<file path="config.mk">
export PLATFORM = sky130hd
export DESIGN_NAME = secuenciador_sel_4
export DESIGN_NICKNAME = d
export VERILOG_FILES = /design/src/rtl/secuenciador_sel_4.sv
export SDC_FILE = /design/constraint.sdc
export NUM_CORES = 1
export LEC_CHECK = 0
export BUFFER_PORTS_ARGS = -buffer_cell sky130_fd_sc_hd__buf_2
export CAP_MARGIN = 25
export CORE_UTILIZATION = 53
export CTS_BUF_LIST = sky130_fd_sc_hd__clkbuf_4 sky130_fd_sc_hd__clkbuf_8 sky130_fd_sc_hd__clkbuf_16
export DETAILED_ROUTE_END_ITERATION = 10
export PLACE_DENSITY = 0.88
export SLEW_MARGIN = 20
export SYNTH_ARGS = -nofsm -noshare
export SYNTH_HDL_FRONTEND = slang
export SYNTH_SLANG_ARGS = --single-unit
</file>
<file path="constraint.sdc">
create_clock -name i_clk -period 2.15 [get_ports i_clk]
set_input_delay 0.645 -clock i_clk [delete_from_list [all_inputs] [get_ports i_clk]]
set_output_delay 0.645 -clock i_clk [all_outputs]
set_load 0.005 [all_outputs]
</file>
<file path="src/rtl/secuenciador_sel_4.sv">
`default_nettype none
// ----------------------------------------------------------------------------
// secuenciador_sel_4 - round-robin select/settle/valid sequencer for a 4:1 mux
// Optional handshake counter via SECUENCIADOR_CONTADOR_EN. Rev 1.0
// ----------------------------------------------------------------------------
module secuenciador_sel_4 #(
  parameter int DW = 8
) (
  input  logic          i_clk,
  input  logic          i_rst_n,
  input  logic          i_enable,
  input  logic [3:0]    i_req,
  input  logic [DW-1:0] i_dwell,
  input  logic          i_ready,
  output logic [1:0]    o_sel,
  output logic [3:0]    o_grant,
  output logic          o_valid,
  output logic          o_busy
`ifdef SECUENCIADOR_CONTADOR_EN
  ,
  output logic [15:0]   o_cnt_tx
`endif
);

  typedef enum logic [1:0] {
    IDLE  = 2'd0,
    ARB   = 2'd1,
    HOLD  = 2'd2,
    VALID = 2'd3
  } state_t;

  state_t        state, state_nxt;
  logic [1:0]    last, last_nxt;
  logic [1:0]    sel_nxt;
  logic [3:0]    grant_nxt;
  logic          valid_nxt;
  logic [DW-1:0] cnt, cnt_nxt;
  logic          found;
  logic [1:0]    winner;
  logic [1:0]    idx;
  logic          handshake;
  logic          more_work;

  assign handshake = (state == VALID) & o_valid & i_ready;
  assign more_work = i_enable & (|i_req);
  assign o_busy    = (state != IDLE);

  // Search starts one past the last served channel and wraps ascending.
  always_comb begin
    found  = 1'b0;
    winner = last;
    idx    = 2'd0;
    for (int k = 1; k <= 4; k++) begin
      idx = last + 2'(k);
      if (!found && i_req[idx]) begin
        found  = 1'b1;
        winner = idx;
      end
    end
  end

  always_comb begin
    state_nxt = state;
    last_nxt  = last;
    sel_nxt   = o_sel;
    grant_nxt = o_grant;
    valid_nxt = o_valid;
    cnt_nxt   = cnt;
    case (state)
      IDLE: begin
        if (more_work) state_nxt = ARB;
      end
      ARB: begin
        if (found) begin
          sel_nxt   = winner;
          grant_nxt = 4'(1) << winner;
          cnt_nxt   = i_dwell;
          state_nxt = HOLD;
        end else begin
          grant_nxt = 4'd0;
          state_nxt = IDLE;
        end
      end
      HOLD: begin
        if (cnt == '0) state_nxt = VALID;
        else           cnt_nxt   = cnt - 1'b1;
      end
      VALID: begin
        // First VALID cycle raises the strobe; the handshake is then awaited.
        if (!o_valid) begin
          valid_nxt = 1'b1;
        end else if (i_ready) begin
          valid_nxt = 1'b0;
          last_nxt  = o_sel;
          if (more_work) begin
            state_nxt = ARB;
          end else begin
            grant_nxt = 4'd0;
            state_nxt = IDLE;
          end
        end
      end
      default: state_nxt = IDLE;
    endcase
  end

  always_ff @(posedge i_clk or negedge i_rst_n) begin
    if (!i_rst_n) begin
      state   <= IDLE;
      last    <= 2'd3;
      o_sel   <= 2'd0;
      o_grant <= 4'd0;
      o_valid <= 1'b0;
      cnt     <= '0;
    end else begin
      state   <= state_nxt;
      last    <= last_nxt;
      o_sel   <= sel_nxt;
      o_grant <= grant_nxt;
      o_valid <= valid_nxt;
      cnt     <= cnt_nxt;
    end
  end

`ifdef SECUENCIADOR_CONTADOR_EN
  logic [15:0] cnt_tx;

  always_ff @(posedge i_clk or negedge i_rst_n) begin
    if (!i_rst_n)                            cnt_tx <= 16'd0;
    else if (handshake && cnt_tx != 16'hFFFF) cnt_tx <= cnt_tx + 16'd1;
  end

  assign o_cnt_tx = cnt_tx;
`endif

endmodule
`default_nettype wire

</file>
==> results.sh, run 1 <==
export IMPL_syn_mean_instance_area_um2=9.39
export IMPL_worst_endpoint_arrival_ns=1.23
export IMPL_finalMaxSlewViolations=0
export IMPL_detailedPlacementHpwl_mm=1.88
export IMPL_min_period_over_period_pct=87.0
export IMPL_route_detailed_wl_per_inst_um=14.8
export IMPL_clockBufferDepth=2
export IMPL_layout_min_cycle_time_ns=1.87
export IMPL_worst_voltage_drop_across_the_vdd_grid_v=0.000683
export IMPL_synth_ff_latch_count=19
export IMPL_post_syn_nets=136
export IMPL_grt_overflow_total=0
export IMPL_synth_largest_type_area_fraction_pct=38.4
export IMPL_async_reset_ff_share_pct=100
export IMPL_synth_commonest_cells="17 x dfrtp_1, 10 x nand2_1, 8 x inv_1, 8 x nor2_1"
export IMPL_synthAdderAreaFrac_pct=2.26
export IMPL_ys_types=44
export IMPL_clk_pin_slew_worst_paths_ns=0.11
export IMPL_drc=0
export IMPL_largest_net_degree_at_the_start_of_global_routing=20
export IMPL_fin_worst_hold_slack_ns=0.244
export IMPL_ioPinCount=24
export IMPL_grt_util_all_layers_pct=25.1
export IMPL_cts_root_buf="clkbuf_4"
export IMPL_number_of_buffers_created_by_cts=3
export IMPL_floorplan_initialDensity_pct=56.5
export IMPL_numPortBuffers=23
export IMPL_routability_congestion=0.881
export IMPL_yosysWarnings=0
export IMPL_core_rows=16
export IMPL_initial_antenna_violation_count=0
export IMPL_wire_length_of_the_first_global_routing_pass_mm=3.85
export IMPL_final_hold_viol_count=0
export IMPL_synth_top_cells_by_area="dfrtp_1 38%, dfstp_2 4.7%, nand2_1 3.4%"
export IMPL_crit_fanout=8
export IMPL_post_cts_hold_buffer_count=0
export IMPL_end_kind="output port"
export IMPL_antenna_cells_inserted=0
export IMPL_detailedRoute_firstIterationViolations=54
export IMPL_number_of_nets_at_the_end_of_the_flow=164
export IMPL_drt_pass1_iterations=5
export IMPL_top_count_cell_post_synth="dfrtp_1"
export IMPL_clk_latency_ns=0.31
export IMPL_first_global_vias=901
export IMPL_status="completed"
export IMPL_number_of_sinks_handled_by_clock_tree_synthesis=19
export IMPL_mappedNetlistArea_um2=1110
export IMPL_die_area_um2=2280
export IMPL_synth_largest_area_cell="dfrtp_1"
export IMPL_tritoncts_clock_tree="done"
export IMPL_route_antenna_remaining_nets=0
export IMPL_avgViaCountPerCell=6.03
export IMPL_p_leak_nw=0.594
export IMPL_post_synth_xor_area_fraction_pct=0
export IMPL_drt_wl_total_mm=2.55
export IMPL_core_area_um2=1960
export IMPL_ys_flop_type="dfrtp_1"
export IMPL_vias=1038
export IMPL_area_growth_synth_to_final_pct=16.7
export IMPL_muxShareOfSynthArea_pct=3.84
export IMPL_achievable_frequency_ghz=0.535
export IMPL_drive_gt1_share_pct=28.3
export IMPL_report_final_setup_viol=0
export IMPL_grt_setup_unrepaired="no"
export IMPL_die_width_um=47.7
export IMPL_cap_violations=0
export IMPL_tightest_slew_ns=0.497
export IMPL_worst_endpoint_required_ns=1.50
export IMPL_ys_seq_area_share_pct=43.1
export IMPL_critical_path_class="flop to output port"
export IMPL_fp_dieH_um=47.7
export IMPL_max_clock_skew_ns=0.00710
export IMPL_clock_tree_htree_level_count=1
export IMPL_area_fraction_in_compound_gates_after_synthesis_pct=22.9
export IMPL_tns_ns=0
export IMPL_post_synth_inst_count=118
export IMPL_synth_simple_area_share_pct=24.4
export IMPL_power_density_nw_per_um2=1470
export IMPL_worstSetupStartpointType="flop"
export IMPL_main_combinational_cell_family_by_area_after_synthesis="simple AND/OR/NAND/NOR gates"
export IMPL_max_slew_margin_rel_pct=66.4
export IMPL_min_path_type="input port to async pin"
export IMPL_cts_resized_gates=0
export IMPL_r2r_worst_path_cells=6
export IMPL_post_cts_setup_buffer_count=0
export IMPL_number_of_flops_mapped_to_enable_cells_by_yosys=0
==> report_power, final <==
| part | switching (W) | internal, W | leakage, nW |
|---|---|---|---|
| combinational | 0.000516 | 0.000446 | 0.349 |
| clock | 0.000117 | 0.0000852 | 0.0184 |
| sequential | 0.000203 | 0.000540 | 0.227 |
==> kinds of logic after synthesis <==
| logic type | after synthesis |
|---|---|
| buffers and inverters | 10 |
| adder cells (fa/ha/maj) | 2 |
| multiplexers | 4 |
| flip-flops | 19 |
| AND/OR/NAND/NOR | 48 |
| AO/OA/AOI/OAI | 35 |
==> sequential cells by signal, indices dropped and copies added (netlist names), named ones only <==
signal / count
state: 1
o_valid: 1
o_sel: 2
last: 2
cnt: 8
o_grant: 4
==> final timing paths <==
check                                     start              endpoint  slack (ns)
max reg2reg                  cnt[0]$_DFFE_PN0P_    cnt[1]$_DFFE_PN0P_        0.35
min                                     i_rst_n    cnt[5]$_DFFE_PN0P_        0.24
max in group asynchronous               i_rst_n   last[0]$_DFFE_PN1P_        1.58
min in group i_clk         o_sel[1]$_DFFE_PN0P_  o_sel[1]$_DFFE_PN0P_        0.50
min reg2reg                o_sel[1]$_DFFE_PN0P_  o_sel[1]$_DFFE_PN0P_        0.50
max                                        flop                o_busy        0.28
==> layer usage <==
layer / up-vias / routed length [um] / global-route usage, % / part of all wire, %
met1: 501 / 1140 / 33.6 / 45
met3: 7 / 125 / 4.53 / 4.9
met5: - / 0 / 0 / 0
met4: 0 / 70 / 12.8 / 2.7
met2: 38 / 1220 / 38.6 / 48
li1: 492 / - / - / -
==> stage by stage <==
step / setup WS, ns / util [%] / area [um^2] / power, W / instances
CTS: 0.276 / 65.9 / 1290 / 0.00190 / 172
finish: 0.279 / 65.9 / 1290 / 0.00191 / 172
floorplan: 0.357 / - / 1110 / 0.00141 / 118
global placement: 0.225 / 64.4 / 1260 / 0.00164 / 168
global route: 0.219 / 65.9 / 1290 / 0.00206 / 172
detailed placement: 0.172 / 64.4 / 1260 / 0.00169 / 168
==> cell usage in the layout, fill, tap and decap left out, types with 4 or more instances in the layout <==
master | Yosys | routed
nand3_1 | 5 | 5
nand2b_1 | 5 | 5
nor3_1 | 4 | 4
dfrtp_1 | 17 | 17
nor2_1 | 8 | 8
clkbuf_4 | 0 | 4
inv_1 | 8 | 8
a21oi_1 | 5 | 5
buf_2 | 1 | 23
nand2_1 | 10 | 10
==> critical path, cell delays in order, from the launching register on <==
cell,delay (ns)
dfrtp_1,0.48
or2_2,0.32
buf_2,0.12
==> cell type report <==
type | count | area [um^2]
clock buffers | 4 | 30.0
multi-input cells | 89 | 592
inverters | 8 | 30.0
repair buffers | 25 | 130
well taps | 27 | 33.8
fillers | 183 | 668
flip-flops and latches | 19 | 478
(Power assumes the default switching activity.)
==> run 2, diff against run 1 <==
ABC_AREA = 1   (was unset)
CORE_UTILIZATION = 55   (was 53)
GPL_ROUTABILITY_DRIVEN = 1   (was unset)
PLACE_DENSITY = 0.89   (was 0.88)
==> results.sh, run 2 <==
export IMPL_area_fraction_in_compound_gates_after_synthesis_pct=8.38
export IMPL_min_path_type="input port to async pin"
export IMPL_synth_commonest_cells="69 x nand2_1, 18 x nand3_1, 17 x dfrtp_1"
export IMPL_numPlacedInstances=239
export IMPL_post_synth_inst_count=190
export IMPL_number_of_buffers_created_by_cts=3
export IMPL_detailedPlacementHpwl_mm=2.07
export IMPL_ys_flop_type="dfrtp_1"
export IMPL_achievable_frequency_ghz=0.567
export IMPL_vias=1269
export IMPL_worst_voltage_drop_across_the_vdd_grid_v=0.00111
export IMPL_status="completed"
export IMPL_p_total_w=0.00242
export IMPL_clock_tree_htree_level_count=1
export IMPL_worst_endpoint_arrival_ns=1.12
export IMPL_report_final_setup_viol=0
export IMPL_cts_root_buf="clkbuf_4"
export IMPL_tns_ns=0
export IMPL_grt_overflow_total=0
export IMPL_synth_ff_latch_count=19
export IMPL_synth_top_cells_by_area="dfrtp_1 32%, nand2_1 19%, nand3_1 6.7%"
export IMPL_tritoncts_clock_tree="done"
export IMPL_mappedNetlistArea_um2=1340
export IMPL_floorplan_initialDensity_pct=59.6
export IMPL_numPortBuffers=23
export IMPL_post_cts_setup_buffer_count=0
export IMPL_syn_mean_instance_area_um2=7.07
export IMPL_clockBufferDepth=2
export IMPL_main_combinational_cell_family_by_area_after_synthesis="simple AND/OR/NAND/NOR gates"
export IMPL_dp_slack_ns=0.433
export IMPL_crit_fanout=6
export IMPL_drt_wl_total_mm=2.69
export IMPL_number_of_nets_at_the_end_of_the_flow=234
export IMPL_synth_largest_type_area_fraction_pct=31.7
export IMPL_area_growth_synth_to_final_pct=11.5
export IMPL_worst_endpoint_required_ns=1.50
export IMPL_critical_path_class="flop to output port"
export IMPL_finalMaxSlewViolations=0
export IMPL_max_slew_margin_rel_pct=67.6
export IMPL_route_antenna_remaining_nets=0
export IMPL_detailedRoute_firstIterationViolations=26
export IMPL_synthAdderAreaFrac_pct=1.86
export IMPL_avgViaCountPerCell=5.22
export IMPL_layout_common_cells="69 x nand2_1, 23 x buf_2, 18 x nand3_1"
export IMPL_ys_seq_area_share_pct=35.6
export IMPL_clk_latency_ns=0.30
export IMPL_cts_resized_gates=0
export IMPL_top_count_cell_post_synth="nand2_1"
export IMPL_finalCoreUtilization_pct=66.5
export IMPL_grt_util_all_layers_pct=22.4
export IMPL_min_period_over_period_pct=82.1
export IMPL_drc=0
export IMPL_final_cell_count_no_fill=243
export IMPL_cap_violations=0
export IMPL_muxShareOfSynthArea_pct=0
export IMPL_ioPinCount=24
export IMPL_reg_top3="cnt (8), o_grant (4)"
export IMPL_drt_pass1_iterations=5
export IMPL_final_hold_viol_count=0
export IMPL_initial_antenna_violation_count=0
export IMPL_routability_congestion=0.816
export IMPL_grt_setup_unrepaired="no"
export IMPL_fp_dieH_um=51.4
export IMPL_core_area_um2=2250
export IMPL_number_of_sinks_handled_by_clock_tree_synthesis=19
export IMPL_clk_pin_slew_worst_paths_ns=0.11
export IMPL_synth_simple_area_share_pct=46.5
export IMPL_async_reset_ff_share_pct=100
export IMPL_wire_length_of_the_first_global_routing_pass_mm=4.46
export IMPL_route_detailed_wl_per_inst_um=11.1
export IMPL_drive_gt1_share_pct=27.0
export IMPL_worst_slack_ns=0.386
export IMPL_core_rows=17
export IMPL_number_of_flops_mapped_to_enable_cells_by_yosys=0
export IMPL_max_clock_skew_ns=0.00687
export IMPL_max_flop_register="cnt"
export IMPL_end_kind="output port"
export IMPL_antenna_cells_inserted=0
export IMPL_post_synth_xor_area_fraction_pct=0.652
export IMPL_ys_types=26
export IMPL_post_cts_hold_buffer_count=0
export IMPL_post_syn_nets=208
export IMPL_die_area_um2=2650
export IMPL_yosysWarnings=0
export IMPL_mostFrequentLayoutCell="nand2_1"
export IMPL_synth_largest_area_cell="dfrtp_1"
export IMPL_layout_min_cycle_time_ns=1.76
export IMPL_worstSetupStartpointType="flop"
export IMPL_die_width_um=51.4
export IMPL_largest_net_degree_at_the_start_of_global_routing=20
export IMPL_power_density_nw_per_um2=1620
export IMPL_first_global_vias=1097
export IMPL_p_leak_nw=0.786
export IMPL_tightest_slew_ns=0.483
export IMPL_largest_register_ffs=8
==> run 2: cell types whose count changed after synthesis, moves of 5 or more <==
| cell | change |
|---|---|
| nand2_1 | +59 |
| nand3_1 | +13 |
| nand2_2 | +12 |
| nor2_1 | +6 |
| o21ai_0 | +6 |
| nand2_4 | +5 |
| nand2b_1 | -5 |
==> run 2: kinds of logic after synthesis <==
kind of cell    count (synthesis)
fa+ha+maj                       2
flops                          19
compound gates                 21
xor+xnor                        1
simple gates                  129
buf+inv                        18
==> run 2: cell type report <==
cell class,instances,area [um^2]
clock inverters,1,5.00
clock buffers,3,22.5
flip-flops and latches,19,478
well taps,28,35.0
repair buffers,23,115
inverters,16,72.6
fillers,208,756
multi-input cells,153,771
==> run 2: worst paths after layout <==
path / start / endpoint / slack [ns] / cells past startpoint
max in group asynchronous: i_rst_n / last[1]$_DFFE_PN1P_ / 1.55 / 1
setup reg to reg: last[0]$_DFFE_PN1P_ / o_grant[1]$_DFFE_PN0P_ / 0.45 / 11
setup / recovery: flop / o_busy / 0.39 / 3
min in group i_clk: o_grant[2]$_DFFE_PN0P_ / o_grant[2]$_DFFE_PN0P_ / 0.49 / 2
hold / removal: i_rst_n / o_grant[1]$_DFFE_PN0P_ / 0.26 / 1
hold reg to reg: o_grant[2]$_DFFE_PN0P_ / o_grant[2]$_DFFE_PN0P_ / 0.49 / 2
==> run 2: power breakdown <==
part           internal [W]  switching, W
sequential         0.000543      0.000189
clock             0.0000695      0.000115
combinational      0.000532      0.000976
==> run 2: metrics by stage <==
stage                     instance area (um^2)  hold slack [ns]
after floorplan                           1340            0.349
after global placement                    1470            0.472
after detailed placement                  1470            0.466
after global routing                      1500            0.276
after CTS                                 1500            0.266
final                                     1500            0.259
==> run 2: layer usage <==
| metal | share of wire (%) | wire length [um] | GRT usage, % | vias up |
|---|---|---|---|---|
| li1 | - | - | - | 666 |
| met1 | 46 | 1240 | 27.1 | 568 |
| met2 | 49 | 1320 | 38.5 | 31 |
| met3 | 3.8 | 103 | 5.06 | 4 |
| met4 | 0.71 | 19 | 8.11 | 0 |
| met5 | 0 | 0 | 0 | - |
==> run 2: critical path, stage by stage, from the launching register on <==
cell	delay [ns]
dfrtp_1	0.43
inv_1	0.19
nand2_1	0.07
buf_2	0.13
